===== config.mk =====
export PLATFORM = sky130hd
export DESIGN_NAME = ftdi_tx_arbiter_flat
export DESIGN_NICKNAME = d
export VERILOG_FILES = /design/src/rtl/ftdi_tx_arbiter_pkg.sv /design/src/rtl/ftdi_tx_arbiter_if.sv /design/src/rtl/ftdi_rr_pick.sv /design/src/rtl/ftdi_tx_arbiter.sv /design/src/flat_wrapper.sv
export SDC_FILE = /design/constraint.sdc
export NUM_CORES = 1
export LEC_CHECK = 0
export CAP_MARGIN = 20
export CORE_UTILIZATION = 55
export CTS_CLUSTER_DIAMETER = 120
export DETAILED_ROUTE_END_ITERATION = 10
export DONT_BUFFER_PORTS = 1
export GPL_TIMING_DRIVEN = 0
export HOLD_SLACK_MARGIN = 0.1
export PLACE_DENSITY = 0.74
export SLEW_MARGIN = 40
export SYNTH_ARGS = -nofsm -noshare
export SYNTH_HDL_FRONTEND = slang
export SYNTH_SLANG_ARGS = --single-unit

===== constraint.sdc =====
create_clock -name clock_in -period 2.5 [get_ports clock_in]
set_clock_uncertainty 0.2 [all_clocks]
set_input_delay 0.625 -clock clock_in [delete_from_list [all_inputs] [get_ports clock_in]]
set_output_delay 0.625 -clock clock_in [all_outputs]
set_load 0.02 [all_outputs]

===== src/rtl/ftdi_tx_arbiter_pkg.sv =====
// Shared constants for the FTDI TX arbiter: FSM encodings, header defaults
// and the header byte builder.
package ftdi_pkg;

  localparam logic [1:0] ST_ARB_IDLE   = 2'd0;
  localparam logic [1:0] ST_ARB_HEADER = 2'd1;
  localparam logic [1:0] ST_ARB_DATA   = 2'd2;

  localparam logic [7:0] HDR_BASE_DEFAULT = 8'hA0;
  localparam logic [3:0] HDR_ID_MASK      = 4'hF;

  // Channel header byte: base with the source id OR-ed into the low nibble.
  function automatic logic [7:0] hdr_byte(input logic [7:0] base, input logic [3:0] id);
    return base | {4'h0, id & HDR_ID_MASK};
  endfunction

endpackage


===== src/rtl/ftdi_tx_arbiter_if.sv =====
// Producer-side and bridge-side handshake bundle of the TX arbiter.
// master = the arbiter, slave = the producers/bridge environment.
interface ftdi_tx_arbiter_if #(
  parameter int N_SRC = 4
) ();

  logic [N_SRC-1:0]   src_valid;
  logic [N_SRC-1:0]   src_last;
  logic [8*N_SRC-1:0] src_data;
  logic [N_SRC-1:0]   src_ready;
  logic               out_valid;
  logic [7:0]         out_data;
  logic               out_ready;
  logic [3:0]         grant_id;
  logic               busy;

  modport master (
    input  src_valid, src_last, src_data, out_ready,
    output src_ready, out_valid, out_data, grant_id, busy
  );

  modport slave (
    output src_valid, src_last, src_data, out_ready,
    input  src_ready, out_valid, out_data, grant_id, busy
  );

endinterface


===== src/rtl/ftdi_rr_pick.sv =====
// Combinational round-robin picker: first set request at or above ptr_i,
// wrapping at N. Kept generic so the RX demux can reuse it.
module ftdi_rr_pick #(
  parameter int N  = 4,
  parameter int IW = (N > 1) ? $clog2(N) : 1
) (
  input  logic [N-1:0]  req_i,
  input  logic [IW-1:0] ptr_i,
  output logic          any_o,
  output logic [IW-1:0] idx_o
);

  localparam int SW = IW + 1;
  localparam logic [SW-1:0] N_W = SW'(N);

  logic          found;
  logic [SW-1:0] sum;
  logic [IW-1:0] pos;

  // Scan offsets 0..N-1 from the pointer; the smallest offset wins.
  always_comb begin
    found = 1'b0;
    idx_o = '0;
    sum   = '0;
    pos   = '0;
    for (int k = 0; k < N; k++) begin
      sum = {1'b0, ptr_i} + SW'(k);
      if (sum >= N_W) begin
        sum = sum - N_W;
      end
      pos = sum[IW-1:0];
      if (!found && req_i[pos]) begin
        found = 1'b1;
        idx_o = pos;
      end
    end
    any_o = found;
  end

endmodule


===== src/rtl/ftdi_tx_arbiter.sv =====
// Packet-granular round-robin arbiter feeding the FTDI bridge TX path.
// Each grant optionally starts with a channel header byte; data bytes are
// passed through combinationally from the granted producer.
module ftdi_tx_arbiter
  import ftdi_pkg::*;
#(
  parameter int         N_SRC     = 4,
  parameter int         MAX_BURST = 16,
  parameter int         HDR_EN    = 1,
  parameter logic [7:0] HDR_BASE  = HDR_BASE_DEFAULT
) (
  input logic                clock_in,
  input logic                reset,
  ftdi_tx_arbiter_if.master  bus
);

  localparam int IW = $clog2(N_SRC);
  localparam int CW = (MAX_BURST > 1) ? $clog2(MAX_BURST) : 1;
  localparam logic [CW-1:0] CNT_LAST = CW'(MAX_BURST - 1);
  localparam logic [CW-1:0] CNT_ONE  = CW'(1);
  localparam logic [IW-1:0] ID_LAST  = IW'(N_SRC - 1);
  localparam logic [IW-1:0] ID_ONE   = IW'(1);

  logic [1:0]    state_q, state_d;
  logic [IW-1:0] gnt_q, gnt_d;
  logic [IW-1:0] rr_q, rr_d;
  logic [CW-1:0] cnt_q, cnt_d;

  logic          pick_any;
  logic [IW-1:0] pick_idx;
  logic          sel_valid;
  logic          sel_last;
  logic [7:0]    sel_data;
  logic          data_fire;
  logic          burst_end;

  ftdi_rr_pick #(
    .N  (N_SRC),
    .IW (IW)
  ) u_pick (
    .req_i (bus.src_valid),
    .ptr_i (rr_q),
    .any_o (pick_any),
    .idx_o (pick_idx)
  );

  assign sel_valid = bus.src_valid[gnt_q];
  assign sel_last  = bus.src_last[gnt_q];
  assign sel_data  = bus.src_data[{gnt_q, 3'b000} +: 8];

  assign data_fire = (state_q == ST_ARB_DATA) && sel_valid && bus.out_ready;
  // A burst ends on the producer's last byte or when the grant is used up.
  assign burst_end = sel_last || (cnt_q == CNT_LAST);

  assign bus.busy     = (state_q != ST_ARB_IDLE);
  assign bus.grant_id = 4'(gnt_q);

  // Only the granted producer sees the bridge's ready, and only in DATA.
  for (genvar gi = 0; gi < N_SRC; gi++) begin : g_ready
    assign bus.src_ready[gi] = (state_q == ST_ARB_DATA) && (gnt_q == IW'(gi)) && bus.out_ready;
  end

  // Bridge-facing byte: header in HEADER, pass-through in DATA, zero in IDLE.
  always_comb begin
    bus.out_valid = 1'b0;
    bus.out_data  = 8'h00;
    case (state_q)
      ST_ARB_HEADER: begin
        bus.out_valid = 1'b1;
        bus.out_data  = hdr_byte(HDR_BASE, 4'(gnt_q));
      end
      ST_ARB_DATA: begin
        bus.out_valid = sel_valid;
        bus.out_data  = sel_data;
      end
      default: begin
        bus.out_valid = 1'b0;
        bus.out_data  = 8'h00;
      end
    endcase
  end

  // Arbitration, header/data sequencing and burst accounting.
  always_comb begin
    state_d = state_q;
    gnt_d   = gnt_q;
    rr_d    = rr_q;
    cnt_d   = cnt_q;
    case (state_q)
      ST_ARB_IDLE: begin
        cnt_d = '0;
        if (pick_any) begin
          gnt_d   = pick_idx;
          state_d = (HDR_EN != 0) ? ST_ARB_HEADER : ST_ARB_DATA;
        end
      end
      ST_ARB_HEADER: begin
        if (bus.out_ready) begin
          state_d = ST_ARB_DATA;
        end
      end
      ST_ARB_DATA: begin
        if (data_fire) begin
          if (burst_end) begin
            state_d = ST_ARB_IDLE;
            rr_d    = (gnt_q == ID_LAST) ? '0 : gnt_q + ID_ONE;
          end else begin
            cnt_d = cnt_q + CNT_ONE;
          end
        end
      end
      default: begin
        state_d = ST_ARB_IDLE;
      end
    endcase
  end

  // State registers; reset abandons any burst in flight.
  always_ff @(posedge clock_in) begin
    if (reset) begin
      state_q <= ST_ARB_IDLE;
      gnt_q   <= '0;
      rr_q    <= '0;
      cnt_q   <= '0;
    end else begin
      state_q <= state_d;
      gnt_q   <= gnt_d;
      rr_q    <= rr_d;
      cnt_q   <= cnt_d;
    end
  end

endmodule


===== src/flat_wrapper.sv =====
// flat-port wrapper written by rule: the top's interface ports become plain ports
module ftdi_tx_arbiter_flat import ftdi_pkg::*;
#(
  parameter int         N_SRC     = 4,
  parameter int         MAX_BURST = 16,
  parameter int         HDR_EN    = 1,
  parameter logic [7:0] HDR_BASE  = HDR_BASE_DEFAULT
)
  (clock_in, reset, bus_src_valid, bus_src_last, bus_src_data, bus_out_ready, bus_src_ready, bus_out_valid, bus_out_data, bus_grant_id, bus_busy);
  ftdi_tx_arbiter_if #(.N_SRC(N_SRC)) bus_i ();
  input logic clock_in;
  input logic reset;
  input wire logic [$bits(bus_i.src_valid)-1:0] bus_src_valid;
  input wire logic [$bits(bus_i.src_last)-1:0] bus_src_last;
  input wire logic [$bits(bus_i.src_data)-1:0] bus_src_data;
  input wire logic [$bits(bus_i.out_ready)-1:0] bus_out_ready;
  output wire logic [$bits(bus_i.src_ready)-1:0] bus_src_ready;
  output wire logic [$bits(bus_i.out_valid)-1:0] bus_out_valid;
  output wire logic [$bits(bus_i.out_data)-1:0] bus_out_data;
  output wire logic [$bits(bus_i.grant_id)-1:0] bus_grant_id;
  output wire logic [$bits(bus_i.busy)-1:0] bus_busy;
  assign bus_i.src_valid = bus_src_valid;
  assign bus_i.src_last = bus_src_last;
  assign bus_i.src_data = bus_src_data;
  assign bus_i.out_ready = bus_out_ready;
  assign bus_src_ready = bus_i.src_ready;
  assign bus_out_valid = bus_i.out_valid;
  assign bus_out_data = bus_i.out_data;
  assign bus_grant_id = bus_i.grant_id;
  assign bus_busy = bus_i.busy;
  ftdi_tx_arbiter #(.N_SRC(N_SRC), .MAX_BURST(MAX_BURST), .HDR_EN(HDR_EN), .HDR_BASE(HDR_BASE)) u_core (.clock_in(clock_in), .reset(reset), .bus(bus_i));
endmodule

==> results by group <==
Placed design
  • Placed cell area: 0.00113 sq mm
  • DPL Wire Length: ~2.0 mm
  • Final Wtd Congestion: ~0.79
  • Worst slack, placed: -0.176 ns
  • I/O Buffers: 0

Critical path
  • CP Capture Type: output pin
  • R2R depth: 5
  • Worst Path Arrival: 1.68 ns
  • CP Capture Point: bus_out_data[7]
  • Req. time, crit path: ~1.7 ns
  • R2R Path End: u_core.rr_q[1]
  • Worst-path maximum fanout: 8
  • CP Launch Type: register
  • Worst r2r src: u_core.gnt_q[0]
  • Setup slack, reg-to-reg: about 0.49 ns
  • Crit Path Category: register to output pin
  • Crit. Startpoint: u_core.gnt_q[0]

Global route
  • Gr usage total: 0.244
  • Largest net degree at the start of global routing: 11
  • Met2 usage: 0.436
  • Gr busiest metal: met2
  • Vias in the first global route: a little under 900
  • First-pass GRT wire length: 3.77 mm
  • Met3 Track Usage GR: 0.0784
  • Grt total ovfl: 0
  • M1 GR Usage: 0.296
  • Initial antenna violation count: 0

Drt
  • WL per Instance: between 15 and 20 um
  • Via count: 991
  • Initial DRC count: 29
  • Routed WL: roughly 2.9 mm
  • Via density: just over 6
  • Detail Route Antenna Nets: 0
  • DRC violations left: 0
  • Pre-antenna DRT Iters: 5

Status
  • Status: finished, violations left
  • Failing checks: negative setup slack

CTS
  • Total CTS buffers: 3
  • TritonCTS clock tree: done
  • Worst-path clk slew: ~0.070 ns
  • Num Clock Sinks: 10
  • CTS root buf: clkbuf_4
  • Hold-fix buffers, CTS: 0
  • Worst-Skew Late Latency: between 0.2 and 0.3 ns
  • CTS Buffer Depth: 2
  • H-tree depth: 1

Cells and area
  • Util after Layout: 0.724
  • Combined area of the multi-input logic cells: 877 sq um
  • Share of post-route cells with drive strength above 1: 0.289
  • Final net count: between 150 and 200
  • Sequential Area: slightly above 200 sq um
  • Layout area overhead: 18.7%
  • Number of filler cells placed in the layout: roughly 150
  • N_diodes: 0
  • Final Cell Area: 0.00130 sq mm

Floorplan
  • Core area: roughly 0.0018 sq mm
  • Initial Util: 0.610
  • Die Area: around 0.0022 sq mm
  • Cell Rows: 15
  • Die Width: around 47 um
  • I/O Pins: between 60 and 70
  • Die Ht: between 40 and 50 um

Power
  • Leak pwr: 0.555 nW
  • P per Cell Area: between 700 and 800 mW/mm^2
  • Peak VDD IR: ~0.0005 V

Timing
  • Max Slew Vio Count: 0
  • Hold slack: 0.312 ns
  • Endpoints failing setup: 1
  • Final worst slack: -0.00390 ns
  • RSZ-0062 raised after global routing: true
  • Fin Setup TNS: -0.00390 ns
  • Fmax: 399 MHz
  • Final worst path period share: 1.00
  • Final Hold Fails: 0
  • Final min period: approximately 2.5 ns

Synth
  • FF+latch count, synth: 10
  • Synth Instances: around 130
  • Seq/Total Area, Yosys: 0.182
  • Mapped cell area: approximately 0.0011 sq mm
  • Avg Cell Area, Syn: a little under 9 sq um
  • Number of distinct library cells after synthesis: 40
  • Synth warn: 0

Hold path
  • Worst hold path class: register to register

Job
  • Number of max-cap violations: 0
## how the worst min path moves through the flow
| stage | startpoint | endpoint | slack [ns] | depth (start not counted) |
|---|---|---|---|---|
| 6_report | u_core.cnt_q[3] | u_core.cnt_q[3] | 0.31 | 2 |
| 5_1_grt | u_core.cnt_q[3] | u_core.cnt_q[3] | 0.34 | 2 |
| 4_1_cts | u_core.cnt_q[1] | u_core.cnt_q[1] | 0.31 | 2 |
| 3_5_place_dp | u_core.state_q[1] | u_core.state_q[1] | 0.30 | 2 |
| 3_3_place_gp | u_core.state_q[1] | u_core.state_q[1] | 0.29 | 2 |
| 2_1_floorplan | u_core.cnt_q[3] | u_core.cnt_q[3] | 0.27 | 2 |
## kinds of logic after synthesis
| group | Yosys count | share of synthesized area |
|---|---|---|
| flip-flops | 10 | 0.182 |
| buffers and inverters | 15 | 0.0592 |
| XOR/XNOR | 1 | 0.00797 |
| adder cells (fa/ha/maj) | 9 | 0.103 |
| multiplexers | 14 | 0.221 |
| AND/OR/NAND/NOR | 48 | 0.266 |
| AO/OA/AOI/OAI | 27 | 0.157 |
| other | 1 | 0.00341 |
## flip-flops by register name, indices dropped and copies added, names as in the netlist
name / cells
u_core.gnt_q: 2
u_core.cnt_q: 4
u_core.rr_q: 2
u_core.state_q: 2
## worst max-delay path, cell delays in order, from the launching register on
cell and delay, ns:
dfxtp_4 0.47, buf_12 0.16, mux4_2 0.51, a21oi_2 0.17, nor2b_2 0.09
## cell usage in the layout, fill, tap and decap left out, types with 2 or more instances in the layout
cell type	Yosys	routed
and3_1	9	9
nand2_1	9	9
mux4_2	8	8
inv_1	8	8
a21oi_1	11	8
ha_1	9	8
dfxtp_1	10	8
buf_4	2	7
mux2i_1	4	4
nor2b_1	7	4
nor2_1	4	4
a21oi_2	0	3
nor2b_2	0	3
nand3_1	3	3
nand2b_1	3	3
clkbuf_4	0	3
o22ai_1	2	2
and2_4	0	2
and2_1	4	2
o211ai_1	2	2
or3_1	2	2
a22oi_1	2	2
o21ai_0	2	2
conb_1	1	2
dfxtp_4	0	2
## final cells by class
cell class                      instances  area share
Buffer                                  6      0.0451
Clock buffer                            4      0.0278
Inverter                                8      0.0230
Multi-Input combinational cell        101       0.673
Sequential cell                        10       0.159
Tap cell                               25      0.0240
Timing Repair Buffer                    6      0.0480
## synth_stat cells, drive strengths merged
master   instances  area (sq um)
a211o            1          8.76
a21boi           2          15.0
a21o             1          7.51
a21oi           11          55.1
a22oi            2          15.0
a31oi            1          6.26
and2             4          25.0
and3             9          56.3
and4b            1          10.0
buf              5          27.5
clkbuf           2          7.51
conb             1          3.75
dfxtp           10           200
ha               9           113
inv              8          30.0
mux2             2          22.5
mux2i            4          40.0
mux4             8           180
nand2            9          33.8
nand2b           3          18.8
nand3            3          15.0
nand3b           1          7.51
nand4b           2          32.5
nor2             4          15.0
nor2b            7          43.8
nor3             1          5.00
o2111ai          1          8.76
o211a            1          10.0
o211ai           2          15.0
o21ai            2          10.0
o221ai           1          8.76
o22ai            2          12.5
or2              1          6.26
or3              2          12.5
or4              1          11.3
xnor2            1          8.76
## layer usage
metal  vias up  share of wire
met2        33           0.51
met1       476           0.42
li1        480              -
met4         0         0.0042
met5         -              0
met3         2          0.059
## through the flow
step | std cells | power (mW)
2_1_floorplan | 126 | 0.642
3_3_place_gp | 151 | 0.722
3_5_place_dp | 151 | 0.737
4_1_cts | 155 | 0.924
5_1_grt | 160 | 1.07
6_report | 160 | 1.01
## repair_timing
action / CTS / global route
cloned: 0 / 1
endpoints found under the setup margin: 13 / 8
gates resized for setup: 14 / 12
setup buffers: 1 / 4
## where the power goes
| group | internal [mW] | total, mW | switching, mW |
|---|---|---|---|
| logic | 0.283 | 0.638 | 0.354 |
| clock network | 0.0885 | 0.148 | 0.0596 |
| registers | 0.183 | 0.228 | 0.0453 |
| total | 0.554 | 1.01 | 0.459 |
No activity file was read; power rests on OpenSTA's default activity.
